--- src/rtl/alarm_trigger_if.sv ---
// Alarm-trigger bus: the time digits, arm switch, buttons and second tick in,
// and the buzzer/status outputs back to the panel.
interface alarm_trigger_if;
  logic       sec_tick;
  logic       alarm_en;
  logic [3:0] al_h1, al_h0, al_m1, al_m0;
  logic [3:0] cur_h1, cur_h0, cur_m1, cur_m0;
  logic       stop_n;
  logic       snooze_n;
  logic       buzzer;
  logic       ringing;
  logic       snoozing;
  logic [2:0] snooze_left;

  modport master (
    output sec_tick, alarm_en, al_h1, al_h0, al_m1, al_m0,
           cur_h1, cur_h0, cur_m1, cur_m0, stop_n, snooze_n,
    input  buzzer, ringing, snoozing, snooze_left
  );

  modport slave (
    input  sec_tick, alarm_en, al_h1, al_h0, al_m1, al_m0,
           cur_h1, cur_h0, cur_m1, cur_m0, stop_n, snooze_n,
    output buzzer, ringing, snoozing, snooze_left
  );
endinterface

--- src/rtl/alarm_trigger.sv ---
// Alarm trigger: rings a beeping buzzer on the rising edge of an alarm/time
// match, with stop, limited snooze and ring timeout.
module alarm_trigger #(
  parameter int RING_SECS   = 60,
  parameter int SNOOZE_SECS = 300,
  parameter int MAX_SNOOZE  = 3
) (
  input  logic           clk,
  input  logic           reset,
  alarm_trigger_if.slave bus
);
  localparam logic [9:0] RING_LIM   = 10'(RING_SECS);
  localparam logic [9:0] SNOOZE_LIM = 10'(SNOOZE_SECS);
  localparam logic [2:0] SNOOZE_MAX = 3'(MAX_SNOOZE);

  typedef enum logic [1:0] {IDLE = 2'd0, RING = 2'd1, SNOOZE = 2'd2} state_t;

  state_t     state;
  logic [9:0] sec_cnt;
  logic [2:0] snooze_left;
  logic       beep, buzzer, ringing, snoozing;

  // [0],[1] synchronize; [2] holds the previous synced value for edge detect
  logic [2:0] stop_sync, snz_sync;
  logic       stop_p, snz_p;

  always_ff @(posedge clk or posedge reset) begin
    if (reset) begin
      stop_sync <= '1;
      snz_sync  <= '1;
      stop_p    <= 1'b0;
      snz_p     <= 1'b0;
    end else begin
      stop_sync <= {stop_sync[1:0], bus.stop_n};
      snz_sync  <= {snz_sync[1:0], bus.snooze_n};
      stop_p    <= stop_sync[2] & ~stop_sync[1];
      snz_p     <= snz_sync[2] & ~snz_sync[1];
    end
  end

  logic match, match_q, trig;
  assign match = ({bus.al_h1, bus.al_h0, bus.al_m1, bus.al_m0} ==
                  {bus.cur_h1, bus.cur_h0, bus.cur_m1, bus.cur_m0});

  // match_q resets high so a match already present out of reset never fires
  always_ff @(posedge clk or posedge reset) begin
    if (reset) match_q <= 1'b1;
    else       match_q <= match;
  end

  assign trig = match & ~match_q & bus.alarm_en;

  logic to_idle, to_ring, to_snz, count;
  always_comb begin
    to_idle = 1'b0;
    to_ring = 1'b0;
    to_snz  = 1'b0;
    count   = 1'b0;
    if (!bus.alarm_en) begin
      to_idle = 1'b1;
    end else begin
      case (state)
        IDLE: to_ring = trig;
        RING: begin
          if (stop_p || (snz_p && snooze_left == 3'd0)) to_idle = 1'b1;
          else if (snz_p)                               to_snz  = 1'b1;
          else if (bus.sec_tick) begin
            if (sec_cnt + 10'd1 == RING_LIM) to_idle = 1'b1;
            else                             count   = 1'b1;
          end
        end
        SNOOZE: begin
          if (stop_p) to_idle = 1'b1;
          else if (bus.sec_tick) begin
            if (sec_cnt + 10'd1 == SNOOZE_LIM) to_ring = 1'b1;
            else                               count   = 1'b1;
          end
        end
        default: to_idle = 1'b1;
      endcase
    end
  end

  always_ff @(posedge clk or posedge reset) begin
    if (reset) begin
      state       <= IDLE;
      sec_cnt     <= '0;
      snooze_left <= SNOOZE_MAX;
      beep        <= 1'b0;
      buzzer      <= 1'b0;
      ringing     <= 1'b0;
      snoozing    <= 1'b0;
    end else if (to_idle) begin
      state    <= IDLE;
      sec_cnt  <= '0;
      beep     <= 1'b0;
      buzzer   <= 1'b0;
      ringing  <= 1'b0;
      snoozing <= 1'b0;
    end else if (to_ring) begin
      state    <= RING;
      sec_cnt  <= '0;
      beep     <= 1'b1;
      buzzer   <= 1'b1;
      ringing  <= 1'b1;
      snoozing <= 1'b0;
      // a fresh alarm event restores the snooze budget; re-ring after snooze does not
      if (state == IDLE) snooze_left <= SNOOZE_MAX;
    end else if (to_snz) begin
      state       <= SNOOZE;
      sec_cnt     <= '0;
      snooze_left <= snooze_left - 3'd1;
      beep        <= 1'b0;
      buzzer      <= 1'b0;
      ringing     <= 1'b0;
      snoozing    <= 1'b1;
    end else if (count) begin
      sec_cnt <= sec_cnt + 10'd1;
      if (state == RING) begin
        beep   <= ~beep;
        buzzer <= ~beep;
      end
    end
  end

  assign bus.buzzer      = buzzer;
  assign bus.ringing     = ringing;
  assign bus.snoozing    = snoozing;
  assign bus.snooze_left = snooze_left;
endmodule
--- src/flat_wrapper.sv ---
// flat-port wrapper written by rule: the top's interface ports become plain ports
module alarm_trigger_flat 
#(
  parameter int RING_SECS   = 60,
  parameter int SNOOZE_SECS = 300,
  parameter int MAX_SNOOZE  = 3
)
  (clk, reset, bus_sec_tick, bus_alarm_en, bus_al_h1, bus_al_h0, bus_al_m1, bus_al_m0, bus_cur_h1, bus_cur_h0, bus_cur_m1, bus_cur_m0, bus_stop_n, bus_snooze_n, bus_buzzer, bus_ringing, bus_snoozing, bus_snooze_left);
  alarm_trigger_if bus_i ();
  input  logic clk;
  input  logic reset;
  input wire logic [$bits(bus_i.sec_tick)-1:0] bus_sec_tick;
  input wire logic [$bits(bus_i.alarm_en)-1:0] bus_alarm_en;
  input wire logic [$bits(bus_i.al_h1)-1:0] bus_al_h1;
  input wire logic [$bits(bus_i.al_h0)-1:0] bus_al_h0;
  input wire logic [$bits(bus_i.al_m1)-1:0] bus_al_m1;
  input wire logic [$bits(bus_i.al_m0)-1:0] bus_al_m0;
  input wire logic [$bits(bus_i.cur_h1)-1:0] bus_cur_h1;
  input wire logic [$bits(bus_i.cur_h0)-1:0] bus_cur_h0;
  input wire logic [$bits(bus_i.cur_m1)-1:0] bus_cur_m1;
  input wire logic [$bits(bus_i.cur_m0)-1:0] bus_cur_m0;
  input wire logic [$bits(bus_i.stop_n)-1:0] bus_stop_n;
  input wire logic [$bits(bus_i.snooze_n)-1:0] bus_snooze_n;
  output wire logic [$bits(bus_i.buzzer)-1:0] bus_buzzer;
  output wire logic [$bits(bus_i.ringing)-1:0] bus_ringing;
  output wire logic [$bits(bus_i.snoozing)-1:0] bus_snoozing;
  output wire logic [$bits(bus_i.snooze_left)-1:0] bus_snooze_left;
  assign bus_i.sec_tick = bus_sec_tick;
  assign bus_i.alarm_en = bus_alarm_en;
  assign bus_i.al_h1 = bus_al_h1;
  assign bus_i.al_h0 = bus_al_h0;
  assign bus_i.al_m1 = bus_al_m1;
  assign bus_i.al_m0 = bus_al_m0;
  assign bus_i.cur_h1 = bus_cur_h1;
  assign bus_i.cur_h0 = bus_cur_h0;
  assign bus_i.cur_m1 = bus_cur_m1;
  assign bus_i.cur_m0 = bus_cur_m0;
  assign bus_i.stop_n = bus_stop_n;
  assign bus_i.snooze_n = bus_snooze_n;
  assign bus_buzzer = bus_i.buzzer;
  assign bus_ringing = bus_i.ringing;
  assign bus_snoozing = bus_i.snoozing;
  assign bus_snooze_left = bus_i.snooze_left;
  alarm_trigger #(.RING_SECS(RING_SECS), .SNOOZE_SECS(SNOOZE_SECS), .MAX_SNOOZE(MAX_SNOOZE)) u_core (.clk(clk), .reset(reset), .bus(bus_i));
endmodule
--- config.mk ---
export PLATFORM = sky130hd
export DESIGN_NAME = alarm_trigger_flat
export DESIGN_NICKNAME = d
export VERILOG_FILES = /design/src/rtl/alarm_trigger_if.sv /design/src/rtl/alarm_trigger.sv /design/src/flat_wrapper.sv
export SDC_FILE = /design/constraint.sdc
export NUM_CORES = 1
export LEC_CHECK = 0
export ABC_AREA = 1
export CAP_MARGIN = 20
export CORE_MARGIN = 10
export CORE_UTILIZATION = 49
export CTS_BUF_LIST = sky130_fd_sc_hd__clkbuf_8 sky130_fd_sc_hd__clkbuf_16
export DETAILED_ROUTE_END_ITERATION = 8
export HOLD_SLACK_MARGIN = 0.05
export PLACE_DENSITY_LB_ADDON = 0.1
export REMOVE_ABC_BUFFERS = 1
export SLEW_MARGIN = 10
export SYNTH_ARGS = -nofsm -noshare
export SYNTH_HDL_FRONTEND = slang
export SYNTH_SLANG_ARGS = --single-unit
--- constraint.sdc ---
create_clock -name clk -period 2.15 [get_ports clk]
set_input_delay 0.5375 -clock clk [delete_from_list [all_inputs] [get_ports clk]]
set_output_delay 0.5375 -clock clk [all_outputs]
set_load 0.1 [all_outputs]
Word level (Yosys, flattened, before mapping)
Cells that the tools add are included.

operators by class
  add/subtract/negate cells = 2
  eq/ne operators = 6
  muxes and demuxes = 46
  bitwise gates (word level) = 9
  reduce and logical (&&, ||, !) cells = 10

operators with widths
  operator                 count
  $mux W10                 4
  $mux W1                  33
  $eq A16 B16 Y1           1
  $add A10 B1 Y10 const B  1
  $eq A10 B6 Y1 const B    1
  $eq A10 B9 Y1 const B    1
  $mux W3                  3
  $reduce_bool A4 Y1       2
  $mux W2                  3
  $not A1 Y1               5
  $and A1 B1 Y1            4
  $pmux W1 S2              2
  $logic_not A3 Y1         1
  $pmux W1 S3              1
  $reduce_and A3 Y1        1
  $reduce_bool A3 Y1       1
  $sub A3 B1 Y3 const B    1
  $eq A2 B1 Y1 const B     1
  $eq A2 B2 Y1 const B     1
  $logic_not A2 Y1         1
  $ne A2 B2 Y1 const B     1
  $reduce_and A2 Y1        1
  $reduce_bool A2 Y1       1
  $logic_and A1 B1 Y1      1
  $logic_or A1 B1 Y1       1

word-level totals
  bits in registers = 27
  input bits = 38
  output and inout bits = 6
  word-level logic and storage cells = 84

Logic depth before layout (Yosys ltp)
Gate-level depths: netlist of run 1.

  depth in word-level cells = 12
  gate-level depth with buffers = 18
  mapped depth without buffers = 17

Worst setup path before layout of run 1
Ideal clock, no wire load.

  path type = register -> register
  start point = register u_core.state[0]
  end point = register u_core.beep
  library setup time = 0.120 ns
  data arrival time = 2.298 ns
  required time = 2.030 ns
  path slack = -0.267 ns
  stages on the path, launching flop included = 8
  buffers on the path = 0
  period minus slack after synthesis = 2.417 ns
  cell sequence = dfrtp_1 inv_1 ha_1 a211oi_1 a21boi_1 nand3_1 nand3_1 nand2_1

on the way
  word-level cells in the longest chain between the ends = 6
  elaborated cells between the ends (all ways) = 17
  classes of those cells = eq/ne: 2; mux: 11; reduce/logical: 4

ends and longest elaborated chain
  what                    RTL line                                   text
  from (decl)             alarm_trigger.sv:18                        state_t state;
  from (signal assigned)  alarm_trigger.sv:86                        state <= IDLE;
  from (signal assigned)  alarm_trigger.sv:94                        state <= IDLE;
  from (signal assigned)  alarm_trigger.sv:101                       state <= RING;
  $eq A2 B1 Y1            alarm_trigger.sv:62, alarm_trigger.sv:119
  $mux W1                 alarm_trigger.sv:62                        case (state)
  $mux W1                 alarm_trigger.sv:59                        if (!bus.alarm_en) begin
  $mux W1                 alarm_trigger.sv:109                       end else if (to_snz) begin
  $mux W1                 alarm_trigger.sv:100                       end else if (to_ring) begin
  $mux W1                 alarm_trigger.sv:93                        end else if (to_idle) begin
  to (signal assigned)    alarm_trigger.sv:120                       beep <= ~beep;
  to (decl)               alarm_trigger.sv:21                        logic beep, buzzer, ringing, snoozing;

Parallel ways exist; a longest one is shown, timed or not.
A chain may end at the register's enable or synchronous reset.

Worst setup path after layout of run 1
  start point = register u_core.snooze_left[0] (netlist: u_core.bus.snooze_left[0])
  end point = register u_core.sec_cnt[6]

on the way
  word-level cells in the longest chain between the ends = 9
  elaborated cells between the ends (all ways) = 16
  classes of those cells = mux: 12; reduce/logical: 4

ends and longest elaborated chain
  what                    RTL line              text
  from (decl)             alarm_trigger.sv:20   logic [2:0] snooze_left;
  from (signal assigned)  alarm_trigger.sv:112  snooze_left <= snooze_left - 3'd1;
  $logic_not A3 Y1 *      alarm_trigger.sv:65   if (stop_p || (snz_p && snooze_left == 3'd0)) to_idle = 1'b1;
  $logic_and A1 B1 Y1 *   alarm_trigger.sv:65
  $logic_or A1 B1 Y1 *    alarm_trigger.sv:65
  $mux W1                 alarm_trigger.sv:65
  $mux W1                 alarm_trigger.sv:62
  $mux W1                 alarm_trigger.sv:59
  $mux W10                alarm_trigger.sv:109
  $mux W10                alarm_trigger.sv:100
  $mux W10                alarm_trigger.sv:93
  to (signal assigned)    alarm_trigger.sv:118  sec_cnt <= sec_cnt + 10'd1;
  to (decl)               alarm_trigger.sv:19   logic [9:0] sec_cnt;

Every way passes the cells marked *; elsewhere a longest branch is shown, timed or not.

==> results.json, run 1 <==
{
  "insertion_delay_ns": 0.27,
  "areaGrowthSynthToFinish_pct": 36.9,
  "cts_tree": "done",
  "hpwlAfterDp_mm": 3.37,
  "synth_edf_count": 0,
  "die-height_um": 80.0,
  "dp.cells": 320,
  "finalHoldViolCount": 0,
  "fmax_ghz": 0.477,
  "leakage_nw": 1.12,
  "status": "complete, no violations",
  "initial_core_util_pct": 51.6,
  "grt_max_degree": 26,
  "drt-initial-drc-count": 64,
  "tightest_slew_ns": 0.319,
  "wirelength_mm": 4.28,
  "ys_seq_area_share_pct": 36.2,
  "numCtsBuffers": 3,
  "cts.sinks": 25,
  "ys_seq_elements": 25,
  "avgSynthCellArea_um2": 7.86,
  "antenna_found_initial": 0,
  "synth_area_leaders": "dfrtp_1 (23%), dfstp_2 (13%), nand2_1 (8.9%)",
  "layout.nets": 328,
  "hold_path_class": "flop to flop",
  "synth-main-ff-cell": "dfrtp_1",
  "p_per_area_nw_per_um2": 386,
  "final_util_pct": 70.6,
  "ios": 44,
  "ant_nets": 0,
  "path_max_fanout": 6,
  "report.final.slew_viol_count": 0,
  "vias_per_cell": 4.92,
  "portBuffers": 43,
  "place.gp.congestion": 0.835,
  "startpoint_type": "flop",
  "arrival_ns": 2.27,
  "cts_root_buf": "clkbuf_8",
  "relSlewSlack_pct": 78.7,
  "htreeDepth": 1,
  "crit_path_end_kind": "flop",
  "skew_ns": 0.00607,
  "syn_area_um2": 1760,
  "fin_crit_ns": 2.10,
  "async_flop_share_pct": 100,
  "core_region_area_um2": 3420,
  "grt_pass1_vias": 1519,
  "synth_top_cell_by_area": "dfrtp_1",
  "multi_input_area_um2": 1000,
  "path_class": "flop to flop",
  "nFillCells": 282,
  "grt_pass1_wl_mm": 7.02,
  "finalSetupViolations": 0,
  "setup_ws_ns": 0.0545,
  "clockBufferDepth": 2,
  "drive_gt1_share_pct": 24.5,
  "synth_top_area_share_pct": 22.7,
  "pre_cts_slack_ns": -0.268,
  "fin_crit_sh_pct": 97.5,
  "wl_per_cell_um": 13.0,
  "drc_errors": 0,
  "synthDistinctLibCells": 30,
  "dieArea_um2": 6390,
  "crit_required_ns": 2.32,
  "instances_no_fill": 328,
  "grt_usage_pct": 13.4,
  "peakVddDrop_uv": 486,
  "syn_inst": 224,
  "antenna_cells": 0,
  "path_clk_slew_ns": 0.09,
  "die_x_um": 80.0,
  "core.rowCount": 21,
  "dr_total_vias": 1613,
  "register_area_um2": 638,
  "drtPass1Iterations": 4,
  "ys_warn_count": 0,
  "drv_cap": 0,
  "grt.overflow.total": 0
}
layer usage:
| metal | part of all wire [%] | wire [um] | vias up | global-route usage, % |
|---|---|---|---|---|
| met1 | 44 | 1880 | 729 | 16.2 |
| met4 | 0.54 | 23 | 0 | 2.11 |
| li1 | - | - | 825 | - |
| met2 | 51 | 2160 | 55 | 23.8 |
| met5 | 0 | 0 | - | 0 |
| met3 | 4.9 | 210 | 4 | 2.82 |
stage by stage:
step	hold slack [ns]	TNS (ns)	area, um^2	total power [mW]
after floorplan	0.345	-2.76	1730	0.561
after global placement	0.347	-1.65	2300	0.654
after detailed placement	0.349	-2.36	2300	0.655
after CTS	0.363	0	2360	0.942
after global routing	0.365	-0.0524	2410	0.980
final	0.362	0	2410	0.931
worst max-delay path, cell delays in order, from the launching register on:
cell	delay (ns)
dfstp_2	0.58
inv_1	0.06
ha_1	0.20
ha_1	0.18
a21oi_1	0.18
nand4_1	0.22
buf_4	0.21
nand2_4	0.09
nor2_4	0.06
buf_4	0.13
nand2_1	0.05
inv_1	0.03
kinds of logic after synthesis:
| group | synth area share, % |
|---|---|
| mux | 0.568 |
| xor+xnor | 7.95 |
| flops | 36.2 |
| fa+ha+maj | 4.97 |
| compound gates | 6.46 |
| buf+inv | 8.95 |
| simple gates | 34.9 |
synthesized netlist by cell type, types with 2 or more instances:
| cell | n |
|---|---|
| inv_2 | 2 |
| dfstp_2 | 9 |
| nor2_2 | 4 |
| xor2_1 | 12 |
| nand3_2 | 3 |
| ha_1 | 7 |
| nand3_1 | 22 |
| o21ai_1 | 7 |
| nor2_1 | 20 |
| nor3_1 | 3 |
| a21oi_1 | 6 |
| inv_1 | 31 |
| buf_6 | 2 |
| nand4_1 | 5 |
| xnor2_1 | 4 |
| nand2_2 | 10 |
| nor2_4 | 4 |
| dfrtp_1 | 16 |
| o21ai_2 | 2 |
| nand2_4 | 4 |
| nand2_1 | 42 |
registers in the layout (all words and copies together) (netlist names):
register	cells
u_core.beep	1
u_core.sec_cnt	10
u_core.bus.snoozing	1
u_core.stop_sync	3
u_core.match_q	1
u_core.stop_p	1
u_core.snz_sync	3
u_core.bus.snooze_left	3
u_core.state	1
u_core.snz_p	1
cell type report:
class / count / share of cell area, %
inverters: 34 / 5.29
well taps: 46 / 2.39
multi-input cells: 163 / 41.5
clock inverters: 1 / 0.311
flip-flops and latches: 25 / 26.5
repair buffers: 56 / 22.3
clock buffers: 3 / 1.71
cell usage in the layout (no fill, tap or decap), types with 6 or more instances in the layout:
cell type	n
dfrtp_1	15
o21ai_1	7
dfstp_2	9
xor2_1	12
nor2_1	19
clkdlybuf4s50_1	37
nand3_1	21
buf_4	17
nand2_2	10
inv_1	31
nand2_1	42
ha_1	6
final timing paths:
kind	from	end	slack [ns]	cells past startpoint
worst max-delay path	u_core.bus.snooze_left[0]	u_core.sec_cnt[6]	0.05	11
worst min-delay path	u_core.stop_sync[0]	u_core.stop_sync[1]	0.36	0
worst max register to register	u_core.bus.snooze_left[0]	u_core.sec_cnt[6]	0.05	11
worst min register to register	u_core.stop_sync[0]	u_core.stop_sync[1]	0.36	0
max in group asynchronous	reset	u_core.match_q	1.25	3
min in group asynchronous	reset	u_core.sec_cnt[0]	0.60	3
power breakdown:
part | leakage, nW | switching (mW) | total, mW | internal, mW
sequential | 0.313 | 0.00617 | 0.490 | 0.484
combinational | 0.785 | 0.0674 | 0.159 | 0.0918
clock | 0.0217 | 0.151 | 0.282 | 0.131
repair_timing:
action                                  4_1_cts  5_1_grt
pin swaps                                     0        1
setup buffers                                 0        3
cloned                                        0        1
resized for setup                             1        6
hold buffers                                  0        0
endpoints found under the setup margin        5       14
Power figures use the tool's default switching activity.
==> inputs of run 2 (changes only) <==
--- a/config.mk
+++ b/config.mk
@@ -6,9 +6,8 @@
 export NUM_CORES = 1
 export LEC_CHECK = 0
 export ABC_AREA = 1
-export CAP_MARGIN = 20
 export CORE_MARGIN = 10
-export CORE_UTILIZATION = 49
+export CORE_UTILIZATION = 30
 export CTS_BUF_LIST = sky130_fd_sc_hd__clkbuf_8 sky130_fd_sc_hd__clkbuf_16
 export DETAILED_ROUTE_END_ITERATION = 8
 export HOLD_SLACK_MARGIN = 0.05
==> run 2 against run 1 <==
Worst hold slack lost 0.00054 ns. Clock power is 1% higher. Combinational power rose by 11%. Largest power group unchanged. Highest routed layer unchanged.
==> results.json, run 2 (synthesis gave the netlist of run 1 again) <==
{
  "layout_commonest_cell": "nand2_1",
  "finalSetupTns_ns": 0,
  "cts_tree": "done",
  "wirelength_mm": 4.55,
  "layout_common_cells": "nand2_1 (40), clkdlybuf4s50_1 (37), buf_4 (32), inv_1 (30), nand3_1 (19)",
  "postCtsHoldBufs": 0,
  "setup_ws_ns": 0.0923,
  "ios": 44,
  "wl_per_cell_um": 12.3,
  "fin_crit_ns": 2.06,
  "crit_required_ns": 2.31,
  "core.rowCount": 27,
  "cts_root_buf": "clkbuf_8",
  "status": "complete, no violations",
  "initial_core_util_pct": 31.4,
  "largest_register": "u_core.sec_cnt",
  "finalHoldViolCount": 0,
  "arrival_ns": 2.22,
  "die-height_um": 96.6,
  "relSlewSlack_pct": 78.7,
  "fmax_ghz": 0.486,
  "layout.nets": 343,
  "portBuffers": 43,
  "path_cells": "clkdlybuf4s50_1 > xnor2_1 > nand4_1 > nor2_2 > nand3_2 > nand2_2 > nand2_4 > nand2_4 > nor2_4 > buf_4 > and3_1",
  "hold_path_class": "flop to flop",
  "ant_nets": 0,
  "nFillCells": 570,
  "htreeDepth": 1,
  "hold-worst-slack_ns": 0.361,
  "leakage_nw": 1.22,
  "drc_errors": 0,
  "antenna_found_initial": 0,
  "skew_ns": 0.00250,
  "path_class": "input pin to flop",
  "vias_per_cell": 4.43,
  "cpPeakStageDelay_ns": 0.42,
  "final_area_um2": 2620,
  "tightest_slew_ns": 0.319,
  "die_x_um": 96.6,
  "insertion_delay_ns": 0.27,
  "drive_gt1_share_pct": 31.3,
  "path_max_fanout": 7,
  "clockBufferDepth": 2,
  "grt_pass1_wl_mm": 7.58,
  "place.gp.congestion": 0.846,
  "path_clk_slew_ns": 0.09,
  "finalSetupViolations": 0,
  "areaGrowthSynthToFinish_pct": 48.9,
  "peakVddDrop_uv": 387,
  "dr_total_vias": 1636,
  "numCtsBuffers": 3,
  "drv_cap": 0,
  "dieArea_um2": 9340,
  "core_region_area_um2": 5610,
  "crit_path_end_kind": "flop",
  "p_per_area_nw_per_um2": 363,
  "slowest_stage": "clkdlybuf4s50_1",
  "drtPass1Iterations": 4,
  "antenna_cells": 0,
  "final_util_pct": 46.8,
  "largest_register_ffs": 10,
  "fin_crit_sh_pct": 95.7,
  "grt_usage_pct": 9.37,
  "drt-initial-drc-count": 45,
  "cpMostUsedCell": "nand2_4",
  "report.final.slew_viol_count": 0,
  "startpoint_type": "input pin",
  "pre_cts_slack_ns": -0.242,
  "grt.overflow.total": 0,
  "grt_pass1_vias": 1592,
  "cts.sinks": 25,
  "grt_max_degree": 26,
  "place_area_um2": 2440,
  "hpwlAfterDp_mm": 3.55
}
==> run 2: cell count changes in the layout (fill, tap and decap cells not counted), moves of 2 or more <==
cell	previous run	this run
buf_4	17	32
nand3_2	4	6
nand2_1	42	40
nor2_1	19	17
nand3_1	21	19
nand2_4	4	7
==> run 2: area by class of cell <==
type,count,area [um^2],area share [%]
timing repair buffer,72,671,25.6
sequential,25,638,24.3
multi-input combinational,162,1050,40.1
clock inverter,1,5.00,0.191
clock buffer,3,41.3,1.57
inverter,34,128,4.86
tap,72,90.1,3.43
==> run 2: stage by stage <==
step / power [mW] / instances
3_5_place_dp: 0.665 / 358
6_report: 0.954 / 369
3_3_place_gp: 0.664 / 358
4_1_cts: 0.958 / 362
2_1_floorplan: 0.561 / 221
5_1_grt: 1.01 / 369
==> run 2: power by group <==
group,leakage (nW),internal (mW),switching [mW]
logic,0.884,0.104,0.0728
registers,0.313,0.484,0.00693
clock network,0.0255,0.130,0.156
total,1.22,0.718,0.236
==> run 2: worst paths after layout <==
path	from	endpoint	slack (ns)	cells after the start
hold / removal	u_core.stop_sync[0]	u_core.stop_sync[1]	0.36	0
hold reg to reg	u_core.stop_sync[0]	u_core.stop_sync[1]	0.36	0
setup / recovery	bus_cur_h0[2]	u_core.sec_cnt[2]	0.09	11
min in group asynchronous	reset	u_core.sec_cnt[3]	0.61	3
max in group asynchronous	reset	u_core.snz_sync[1]	1.25	3
setup reg to reg	u_core.bus.snooze_left[0]	u_core.sec_cnt[2]	0.14	10
==> run 2: timing repair <==
item                                   CTS  global route
endpoints found under the hold margin    0             0
cloned                                   0             0
buffers inserted                         0             7
gates resized for setup                  1            22
pin swaps                                0             7
setup endpoints to repair                7            15
==> run 2: worst max-delay path, delay by kind of cell <==
| kind | cells | cell delay [ns] |
|---|---|---|
| buffers and inverters | 2 | 0.57 |
| xor gates and xnor gates | 1 | 0.20 |
| and+or+nand+nor | 8 | 0.91 |
==> run 2: per-layer routing <==
| metal | GRT usage (%) | vias to the layer above | share of wire (%) |
|---|---|---|---|
| met1 | 13.2 | 726 | 50 |
| li1 | - | 855 | - |
| met2 | 14.3 | 49 | 45 |
| met3 | 1.63 | 6 | 3.5 |
| met5 | 0 | - | 0 |
| met4 | 2.37 | 0 | 1.5 |
==> inputs of run 3 (changes only) <==
==> constraint.sdc (replaced) <==
create_clock -name clk -period 2.5 [get_ports clk]
set_input_delay 0.625 -clock clk [delete_from_list [all_inputs] [get_ports clk]]
set_output_delay 0.625 -clock clk [all_outputs]
set_load 0.1 [all_outputs]
==> run 3 against run 2 <==
Die area unchanged. Cell count shrank 6.2%. Via count shrank 5.6%.
==> results.json, run 3 (synthesis gave the netlist of run 1 again) <==
{
  "finalSetupTns_ns": 0,
  "grt_pass1_vias": 1585,
  "fin_crit_sh_pct": 88.1,
  "rsz0062_at_grt": "false",
  "fmax_ghz": 0.454,
  "grt.overflow.total": 0,
  "path_clk_slew_ns": 0.10,
  "worst-path-stages": 12,
  "total_power_mw": 0.811,
  "antenna_cells": 0,
  "drt-initial-drc-count": 36,
  "p_per_area_nw_per_um2": 346,
  "cts.sinks": 25,
  "core_region_area_um2": 5610,
  "dr_total_vias": 1544,
  "skew_ns": 0.00695,
  "arrival_ns": 2.37,
  "r2r_start": "u_core.sec_cnt[1]",
  "hold_path_class": "flop to flop",
  "drive_gt1_share_pct": 20.8,
  "leakage_nw": 1.08,
  "rr_worst_depth": 12,
  "drv_cap": 0,
  "path_cells": "ha_2 > nand2_2 > nor2_4 > nand3_1 > nand2_2 > nor2_4 > nand4_1 > nand2_1 > a21boi_1 > nand3_1 > nand3_1 > nand2_1",
  "core.rowCount": 27,
  "largest_register_ffs": 10,
  "drtPass1Iterations": 4,
  "crit_required_ns": 2.67,
  "numCtsBuffers": 3,
  "crit_path_end_kind": "flop",
  "finalHoldViolCount": 0,
  "ant_nets": 0,
  "place.gp.congestion": 0.778,
  "grt_pass1_wl_mm": 7.68,
  "top_usage_layer": "met2",
  "cpPeakStageDelay_ns": 0.45,
  "areaGrowthSynthToFinish_pct": 33.2,
  "insertion_delay_ns": 0.27,
  "path_max_fanout": 5,
  "status": "complete, no violations",
  "peakVddDrop_uv": 329,
  "dieArea_um2": 9340,
  "startpoint_type": "flop",
  "layout_common_cells": "nand2_1 (42), clkdlybuf4s50_1 (37), inv_1 (31), nand3_1 (22), nor2_1 (20)",
  "setup_ws_ns": 0.297,
  "grt_use_met2_pct": 14.5,
  "wirelength_mm": 4.32,
  "htreeDepth": 1,
  "hpwlAfterDp_mm": 3.49,
  "met1_usage_pct": 13.0,
  "wl_per_cell_um": 12.5,
  "slowest_stage": "dfrtp_1",
  "cp-endpoint": "u_core.beep",
  "ff2ff_setup_slack_ns": 0.30,
  "cpMostUsedCell": "nand3_1",
  "layout_commonest_cell": "nand2_1",
  "cp_num_buf_inv": 0,
  "drc_errors": 0,
  "antenna_found_initial": 0,
  "report.final.slew_viol_count": 0,
  "pre_cts_slack_ns": 0.0867,
  "cp-startpoint": "u_core.sec_cnt[1]",
  "cts_tree": "done",
  "die-height_um": 96.6,
  "die_x_um": 96.6,
  "initial_core_util_pct": 31.4,
  "cts_root_buf": "clkbuf_8",
  "ios": 44,
  "path_class": "flop to flop",
  "fin_crit_ns": 2.20,
  "vias_per_cell": 4.46,
  "grt_use_met3_pct": 1.56,
  "grt_max_degree": 26,
  "portBuffers": 43,
  "grt_usage_pct": 9.37,
  "finalSetupViolations": 0,
  "place_area_um2": 2290,
  "layout.nets": 320,
  "r2r_end": "u_core.beep",
  "final_area_um2": 2350,
  "path_delay_family": "simple AND/OR/NAND/NOR gates",
  "relSlewSlack_pct": 77.4,
  "largest_register": "u_core.sec_cnt",
  "clockBufferDepth": 2,
  "tightest_slew_ns": 0.339,
  "nFillCells": 587
}
## run 3: worst register-to-register path, stage by stage, from the launching register on
cell,delay (ns)
dfrtp_1,0.45
ha_2,0.29
nand2_2,0.09
nor2_4,0.16
nand3_1,0.10
nand2_2,0.11
nor2_4,0.06
nand4_1,0.08
nand2_1,0.08
a21boi_1,0.23
nand3_1,0.26
nand3_1,0.14
nand2_1,0.06
## run 3: power by group
| group | internal [mW] | switching [mW] |
|---|---|---|
| combinational | 0.0796 | 0.0571 |
| sequential | 0.416 | 0.00542 |
| clock | 0.113 | 0.139 |
## run 3: stage by stage
step / hold WS (ns) / cells / utilization (%)
final: 0.363 / 346 / 41.8
after CTS: 0.366 / 346 / 41.8
after floorplan: 0.345 / 221 / -
after global placement: 0.346 / 342 / 40.9
after global routing: 0.369 / 346 / 41.8
after detailed placement: 0.347 / 342 / 40.9
## run 3: how the worst min path moves through the flow
| stage | depth (start not counted) | from | endpoint |
|---|---|---|---|
| after detailed placement | 0 | u_core.stop_sync[0] | u_core.stop_sync[1] |
| final | 0 | u_core.snz_sync[0] | u_core.snz_sync[1] |
| after global routing | 0 | u_core.snz_sync[0] | u_core.snz_sync[1] |
| after floorplan | 0 | u_core.snz_sync[0] | u_core.snz_sync[1] |
| after global placement | 0 | u_core.snz_sync[0] | u_core.snz_sync[1] |
| after CTS | 0 | u_core.stop_sync[0] | u_core.stop_sync[1] |
## run 3: area by class of cell
cell class	instances	area [um^2]	area share (%)
multi-input combinational	162	970	41.3
clock buffer	3	41.3	1.76
inverter	34	128	5.44
tap	72	90.1	3.84
timing repair buffer	49	473	20.2
sequential	25	637	27.1
clock inverter	1	7.51	0.320
## run 3: layer usage
| metal | routed length [um] | vias to the layer above |
|---|---|---|
| li1 | - | 809 |
| met1 | 2220 | 693 |
| met2 | 1930 | 37 |
| met3 | 119 | 5 |
| met4 | 44 | 0 |
| met5 | 0 | - |
## run 3: timing repair
action                                  CTS  global route
setup buffers                             0             0
resized for setup                         0             1
endpoints found under the setup margin    0             4
hold buffers                              0             0
